**src/rtl/kgp_ctrl_pkg.sv**
```systemverilog
// Shared definitions for the control sequencer: FSM states, instruction
// class/funct codes, branch conditions, ALUop field layout and values.
package kgp_ctrl_pkg;

  // Sequencer states
  typedef enum logic [2:0] {
    ST_IDLE   = 3'd0,
    ST_DECODE = 3'd1,
    ST_EXEC   = 3'd2,
    ST_MEM    = 3'd3,
    ST_BRANCH = 3'd4,
    ST_WB     = 3'd5
  } state_t;

  // Instruction classes, instr[31:29]
  localparam logic [2:0] CLS_R      = 3'b000;
  localparam logic [2:0] CLS_IMM    = 3'b001;
  localparam logic [2:0] CLS_SHIFT  = 3'b010;
  localparam logic [2:0] CLS_LOAD   = 3'b011;
  localparam logic [2:0] CLS_STORE  = 3'b100;
  localparam logic [2:0] CLS_BRANCH = 3'b101;
  localparam logic [2:0] CLS_JUMP   = 3'b110;
  localparam logic [2:0] CLS_ILL    = 3'b111;

  // Funct codes, instr[3:0]
  localparam logic [3:0] FN_ADD  = 4'h0;
  localparam logic [3:0] FN_COMP = 4'h1;
  localparam logic [3:0] FN_AND  = 4'h2;
  localparam logic [3:0] FN_XOR  = 4'h3;
  localparam logic [3:0] FN_SHLL = 4'h0;
  localparam logic [3:0] FN_SHRL = 4'h1;
  localparam logic [3:0] FN_SHRA = 4'h2;

  // Branch conditions, funct[2:0]; 11x is reserved (illegal)
  localparam logic [2:0] COND_ALWAYS  = 3'b000;
  localparam logic [2:0] COND_ZERO    = 3'b001;
  localparam logic [2:0] COND_NZERO   = 3'b010;
  localparam logic [2:0] COND_SIGN    = 3'b011;
  localparam logic [2:0] COND_CARRY   = 3'b100;
  localparam logic [2:0] COND_NCARRY  = 3'b101;

  // Flag bit positions inside flags = {carry, zero, sign}
  localparam int FLAG_CARRY = 2;
  localparam int FLAG_ZERO  = 1;
  localparam int FLAG_SIGN  = 0;

  // ALUop field positions: {isArith, isTwoC, LeftOrRight, Operation[1:0], SetFlag[2:0]}
  localparam int ALU_IS_ARITH = 7;
  localparam int ALU_IS_TWOC  = 6;
  localparam int ALU_LEFT     = 5;
  localparam int ALU_OP_HI    = 4;
  localparam int ALU_OP_LO    = 3;
  localparam int ALU_SF_HI    = 2;
  localparam int ALU_SF_LO    = 0;

  // ALUop encodings
  localparam logic [7:0] ALUOP_NONE = 8'h00;
  localparam logic [7:0] ALUOP_ADD  = 8'h07;
  localparam logic [7:0] ALUOP_COMP = 8'h47;
  localparam logic [7:0] ALUOP_AND  = 8'h0B;
  localparam logic [7:0] ALUOP_XOR  = 8'h13;
  localparam logic [7:0] ALUOP_SHLL = 8'h3B;
  localparam logic [7:0] ALUOP_SHRL = 8'h1B;
  localparam logic [7:0] ALUOP_SHRA = 8'h9B;

  // Next-PC select
  localparam logic [1:0] PC_SEQ    = 2'b00;
  localparam logic [1:0] PC_BRANCH = 2'b01;
  localparam logic [1:0] PC_JUMP   = 2'b10;

  // Evaluate a branch condition against the current {carry, zero, sign} flags
  function automatic logic branch_taken(input logic [2:0] cond, input logic [2:0] flags);
    logic taken;
    taken = 1'b0;
    case (cond)
      COND_ALWAYS: taken = 1'b1;
      COND_ZERO:   taken = flags[FLAG_ZERO];
      COND_NZERO:  taken = ~flags[FLAG_ZERO];
      COND_SIGN:   taken = flags[FLAG_SIGN];
      COND_CARRY:  taken = flags[FLAG_CARRY];
      COND_NCARRY: taken = ~flags[FLAG_CARRY];
      default:     taken = 1'b0;
    endcase
    return taken;
  endfunction

endpackage

```
**src/rtl/aluop_encoder.sv**
```systemverilog
// Combinational decode of (class, funct) into the ALUop control byte and an
// illegal-encoding flag. Illegal encodings always yield ALUop = 8'h00.
module aluop_encoder
  import kgp_ctrl_pkg::*;
(
  input  logic [2:0] cls,
  input  logic [3:0] funct,
  output logic [7:0] aluop,
  output logic       illegal
);

  // Map each class/funct pair to its ALU control word
  always_comb begin
    aluop   = ALUOP_NONE;
    illegal = 1'b0;
    case (cls)
      CLS_R, CLS_IMM: begin
        case (funct)
          FN_ADD:  aluop = ALUOP_ADD;
          FN_COMP: aluop = ALUOP_COMP;
          FN_AND:  aluop = ALUOP_AND;
          FN_XOR:  aluop = ALUOP_XOR;
          default: illegal = 1'b1;
        endcase
      end
      CLS_SHIFT: begin
        case (funct)
          FN_SHLL: aluop = ALUOP_SHLL;
          FN_SHRL: aluop = ALUOP_SHRL;
          FN_SHRA: aluop = ALUOP_SHRA;
          default: illegal = 1'b1;
        endcase
      end
      // Address add without flag update collapses to an all-zero word
      CLS_LOAD, CLS_STORE: aluop = ALUOP_NONE;
      // Conditions 110 and 111 are reserved
      CLS_BRANCH: illegal = (funct[2:1] == 2'b11);
      CLS_JUMP:   aluop = ALUOP_NONE;
      default:    illegal = 1'b1;
    endcase
  end

endmodule

```
**src/rtl/control_sequencer.sv**
```systemverilog
// Multi-cycle instruction control sequencer. Captures an instruction in IDLE,
// walks DECODE -> EXEC -> (MEM | BRANCH) -> WB and emits Moore control
// strobes plus a one-cycle done pulse, qualified by illegal on bad encodings.
module control_sequencer
  import kgp_ctrl_pkg::*;
(
  input  logic        clk,
  input  logic        rst_n,
  input  logic        start,
  input  logic [31:0] instr,
  input  logic [2:0]  flags,
  output logic [7:0]  ALUop,
  output logic        alu_en,
  output logic        mem_read,
  output logic        mem_write,
  output logic        reg_write,
  output logic [1:0]  pc_src,
  output logic        busy,
  output logic        done,
  output logic        illegal
);

  state_t     state;
  state_t     state_next;

  // Instruction latch: only the fields the sequencer acts on are kept
  logic [2:0] cls_reg;
  logic [2:0] cond_reg;
  logic [7:0] aluop_reg;
  logic       illegal_reg;

  logic [7:0] enc_aluop;
  logic       enc_illegal;
  logic       capture;

  // Operand/immediate bits are consumed by the datapath, not the sequencer
  logic       unused_instr_bits;
  assign unused_instr_bits = ^instr[28:4];

  assign capture = (state == ST_IDLE) && start;

  aluop_encoder u_aluop_encoder (
    .cls     (instr[31:29]),
    .funct   (instr[3:0]),
    .aluop   (enc_aluop),
    .illegal (enc_illegal)
  );

  // State register
  always_ff @(posedge clk or negedge rst_n) begin
    if (!rst_n) begin
      state <= ST_IDLE;
    end else begin
      state <= state_next;
    end
  end

  // Instruction latch and ALUop register; loaded on the edge that enters
  // DECODE so the decoded word is already visible during the DECODE cycle
  // and stays put until the next instruction is accepted.
  always_ff @(posedge clk or negedge rst_n) begin
    if (!rst_n) begin
      cls_reg     <= CLS_R;
      cond_reg    <= COND_ALWAYS;
      aluop_reg   <= ALUOP_NONE;
      illegal_reg <= 1'b0;
    end else if (capture) begin
      cls_reg     <= instr[31:29];
      cond_reg    <= instr[2:0];
      aluop_reg   <= enc_aluop;
      illegal_reg <= enc_illegal;
    end
  end

  // Next-state logic
  always_comb begin
    state_next = state;
    case (state)
      ST_IDLE:   state_next = start ? ST_DECODE : ST_IDLE;
      ST_DECODE: state_next = illegal_reg ? ST_IDLE : ST_EXEC;
      ST_EXEC: begin
        case (cls_reg)
          CLS_R, CLS_IMM, CLS_SHIFT: state_next = ST_WB;
          CLS_LOAD, CLS_STORE:       state_next = ST_MEM;
          CLS_BRANCH, CLS_JUMP:      state_next = ST_BRANCH;
          default:                   state_next = ST_IDLE;
        endcase
      end
      ST_MEM:    state_next = (cls_reg == CLS_LOAD) ? ST_WB : ST_IDLE;
      ST_BRANCH: state_next = ST_IDLE;
      ST_WB:     state_next = ST_IDLE;
      default:   state_next = ST_IDLE;
    endcase
  end

  // Moore output decode from the registered state and latched fields;
  // flags are only looked at while in BRANCH
  always_comb begin
    alu_en    = 1'b0;
    mem_read  = 1'b0;
    mem_write = 1'b0;
    reg_write = 1'b0;
    pc_src    = PC_SEQ;
    done      = 1'b0;
    illegal   = 1'b0;
    busy      = (state != ST_IDLE);
    case (state)
      ST_DECODE: begin
        done    = illegal_reg;
        illegal = illegal_reg;
      end
      ST_EXEC: alu_en = 1'b1;
      ST_MEM: begin
        if (cls_reg == CLS_LOAD) begin
          mem_read = 1'b1;
        end else begin
          mem_write = 1'b1;
          done      = 1'b1;
        end
      end
      ST_BRANCH: begin
        done = 1'b1;
        if (cls_reg == CLS_JUMP) begin
          pc_src = PC_JUMP;
        end else if (branch_taken(cond_reg, flags)) begin
          pc_src = PC_BRANCH;
        end
      end
      ST_WB: begin
        reg_write = 1'b1;
        done      = 1'b1;
      end
      default: ;
    endcase
  end

  assign ALUop = aluop_reg;

endmodule

```
**config.mk**
```make
export PLATFORM = sky130hd
export DESIGN_NAME = control_sequencer
export DESIGN_NICKNAME = d
export VERILOG_FILES = /design/src/rtl/kgp_ctrl_pkg.sv /design/src/rtl/aluop_encoder.sv /design/src/rtl/control_sequencer.sv
export SDC_FILE = /design/constraint.sdc
export NUM_CORES = 1
export LEC_CHECK = 0
export ABC_AREA = 1
export BUFFER_PORTS_ARGS = -buffer_cell sky130_fd_sc_hd__buf_2
export CELL_PAD_IN_SITES_DETAIL_PLACEMENT = 2
export CELL_PAD_IN_SITES_GLOBAL_PLACEMENT = 2
export CORE_AREA = 2 2 75 77
export CTS_BUF_LIST = sky130_fd_sc_hd__clkbuf_16
export CTS_CLUSTER_SIZE = 20
export DETAILED_ROUTE_END_ITERATION = 10
export DIE_AREA = 0 0 77 79
export PLACE_DENSITY_LB_ADDON = 0.1
export SLEW_MARGIN = 40
export SYNTH_ARGS = -nofsm -noshare
export SYNTH_HDL_FRONTEND = slang
export SYNTH_SLANG_ARGS = --single-unit
```
**constraint.sdc**
```tcl
create_clock -name clk -period 1.11 [get_ports clk]
set_input_delay 0.2775 -clock clk [delete_from_list [all_inputs] [get_ports clk]]
set_output_delay 0.2775 -clock clk [all_outputs]
set_load 0.01 [all_outputs]
```
==> reports/qor.tcl <==
set qor(vias) 1119
set qor(num_antenna_cells) 0
set qor(cts_max_path_buffers) 2
set qor(hold_path.class) {input pin to flop}
set qor(failed_checks) {setup timing}
set qor(timing.max_slew.rel_slack_pct) 71.1
set qor(cap_violations) 0
set qor(routedWlPerCell_um) 12.7
set qor(floorplan.rows) 27
set qor(area_delta_synth_final_pct) 80.8
set qor(viasPerCell) 4.11
set qor(core_region_area_sq_um) 5340
set qor(detailedRoute.firstIterationViolations) 9
set qor(cts_tree) {built}
set qor(synth-seq-cells) 17
set qor(drc_violation_count_after_routing) 0
set qor(post_synth_instance_area_sq_um) 966
set qor(numCtsBuffers) 3
set qor(report.final.slew_viol_count) 0
set qor(critPathCaptureType) {primary output}
set qor(drt-pass1-iter-count) 2
set qor(gr-total-overflow) 0
set qor(power_per_cell_area_nw_per_um2) 2320
set qor(fin_worst_skew_ns) 0.00169
set qor(synthesis.nets) 173
set qor(critPathMaxFanout) 4
set qor(number_of_top_level_pins) 55
set qor(vdd.ir_drop.worst_mv) 0.500
set qor(area_share_of_the_leading_cell_type_in_the_synthesized_netlist_pct) 44.0
set qor(max_clock_freq_mhz) 677
set qor(p_leak_nw) 0.938
set qor(synth_instances) 135
set qor(finalWirelength_um) 3450
set qor(initial_utilization_pct) 18.1
set qor(ctsRootBufferMaster) {clkbuf_16}
set qor(number_of_antenna_violations_at_the_first_check_in_global_routing) 0
set qor(finalSetupTns_ns) -6.14
set qor(grt.total_usage_pct) 11.7
set qor(largest_register_ff_count) 7
set qor(setup_slack_ns) -0.368
set qor(critical_path_arrival_ns) 1.20
set qor(synth_area_leader_cell) {dfrtp_1}
set qor(proportion_of_layout_cells_with_a_drive_suffix_above_1_pct) 60.0
set qor(status) {complete, but fails checks}
set qor(count_of_port_buffers_added_during_placement) 29
set qor(tightest_pin_transition_ns) 0.434
set qor(yosysWarnings) 0
set qor(chipHeight_um) 79
set qor(h_tree_level_count) 1
set qor(path_clk_slew_ns) 0.05
set qor(grt_pass1_wl_um) 5790
set qor(finalWeightedCongestion) 0.711
set qor(antenna_left) 0
set qor(worstSetupStartpointType) {flop}
set qor(dieWidth_um) 77
set qor(setup.worst_path.class) {flop to primary output}
set qor(post_layout_minimum_cycle_time_ns) 1.48
set qor(post_synth.cell_area_avg_sq_um) 7.16
set qor(holdWs_ns) 0.288
set qor(final_nets) 239
set qor(clock_insertion_delay_at_the_later_pin_of_the_skew_report_ns) 0.25
set qor(power_consumption_mw) 4.05
set qor(fraction_of_the_yosys_area_taken_by_sequential_cells_pct) 44.0
set qor(grt_setup_unrepaired) {yes}
set qor(largest_net_degree_at_the_start_of_global_routing) 18
set qor(synth.area.top_cells) {dfrtp_1 44%, nand2_1 20%, inv_1 6.2%}
set qor(synth_cell_types) 20
set qor(cp_data_required_time_ns) 0.83
set qor(final-hold-violation-count) 0
set qor(total_half_perimeter_wirelength_after_legalization_and_detailed_placement_um) 2540
set qor(clock_sink_count) 17
set qor(setup-violations-final) 26
set qor(fp.dieArea_sq_um) 6080
set qor(min_period_over_period_pct) 133
set qor(grt_pass1_vias) 1284
-- synth_stat cells, drive strengths merged --
cell / number
nand4: 3
nor2: 14
nand2: 51
o21ai: 12
buf: 3
a21oi: 1
nand3b: 2
inv: 17
nor3b: 1
o21a: 1
nand3: 10
nor3: 3
dfrtp: 17
-- per-layer routing --
layer / vias up / routed length (um) / global-route usage (%)
li1: 556 / - / -
met1: 532 / 1400 / 14.1
met2: 24 / 1880 / 21.8
met3: 7 / 95 / 1.25
met4: 0 / 73 / 3.93
met5: - / 0 / 0
-- path summary, 6_finish.rpt --
path                                      start                 endpoint  slack (ns)  cells after the start
min reg2reg                ALUop[6]$_DFFE_PN0P_     ALUop[6]$_DFFE_PN0P_        0.49                      2
max in group asynchronous                 rst_n   cls_reg[2]$_DFFE_PN0P_        0.28                      2
min in group asynchronous                 rst_n     ALUop[6]$_DFFE_PN0P_        0.50                      2
max                          state[2]$_DFF_PN0_                   alu_en       -0.37                      3
min                                   instr[29]   cls_reg[0]$_DFFE_PN0P_        0.29                      3
max reg2reg                  state[2]$_DFF_PN0_  cond_reg[0]$_DFFE_PN0P_       -0.25                      8
-- power by group --
part | internal, mW | switching [mW] | leakage, nW
Clock | 0.479 | 0.243 | 0.0423
Sequential | 0.825 | 0.204 | 0.217
Combinational | 1.17 | 1.13 | 0.679
-- layout make-up --
| class | count | area, sq um |
|---|---|---|
| tap | 72 | 90.1 |
| clock inverter | 1 | 3.75 |
| multi-input combinational | 98 | 607 |
| inverter | 17 | 66.3 |
| timing repair buffer | 64 | 475 |
| clock buffer | 3 | 75.1 |
| fill | 665 | 3590 |
| sequential | 17 | 429 |
-- stage by stage --
stage | util, % | std cells | area [sq um] | setup WS [ns]
3_3_place_gp | 25.7 | 257 | 1370 | -0.143
2_1_floorplan | - | 135 | 983 | -0.0480
6_report | 32.7 | 272 | 1750 | -0.368
4_1_cts | 30.8 | 269 | 1640 | -0.374
3_5_place_dp | 25.7 | 257 | 1370 | -0.157
5_1_grt | 32.7 | 272 | 1750 | -0.428
-- logic make-up after synthesis --
logic type,synth area share [%]
flip-flops,44.0
AO/OA/AOI/OAI,7.51
buffers and inverters,9.33
AND/OR/NAND/NOR,39.1
-- cell usage in the layout (no fill, tap or decap), drive strengths merged --
master       netlist  layout
o21a               1       1
nor2              14      14
dfrtp             17      17
inv               17      18
nand3             10      10
nor3b              1       1
a21oi              1       1
buf                3      63
clkbuf             0       3
nand2             51      51
o21ai             12      12
nor3               3       3
dlygate4sd3        0       1
nand3b             2       2
nand4              3       3
-- what timing repair did --
| item | 4_1_cts | 5_1_grt |
|---|---|---|
| pin swaps | 15 | 9 |
| resized for setup | 44 | 26 |
| hold endpoints to repair | 17 | 0 |
| endpoints found under the setup margin | 26 | 26 |
| cloned | 0 | 0 |
| setup buffers | 9 | 4 |
| hold buffers | 1 | 0 |
-- worst max-delay path, cell delays in order, from the launching register on --
cell and delay (ns):
dfrtp_2 0.44, buf_6 0.13, nor3_4 0.23, buf_6 0.14
Power figures use the tool's default switching activity.
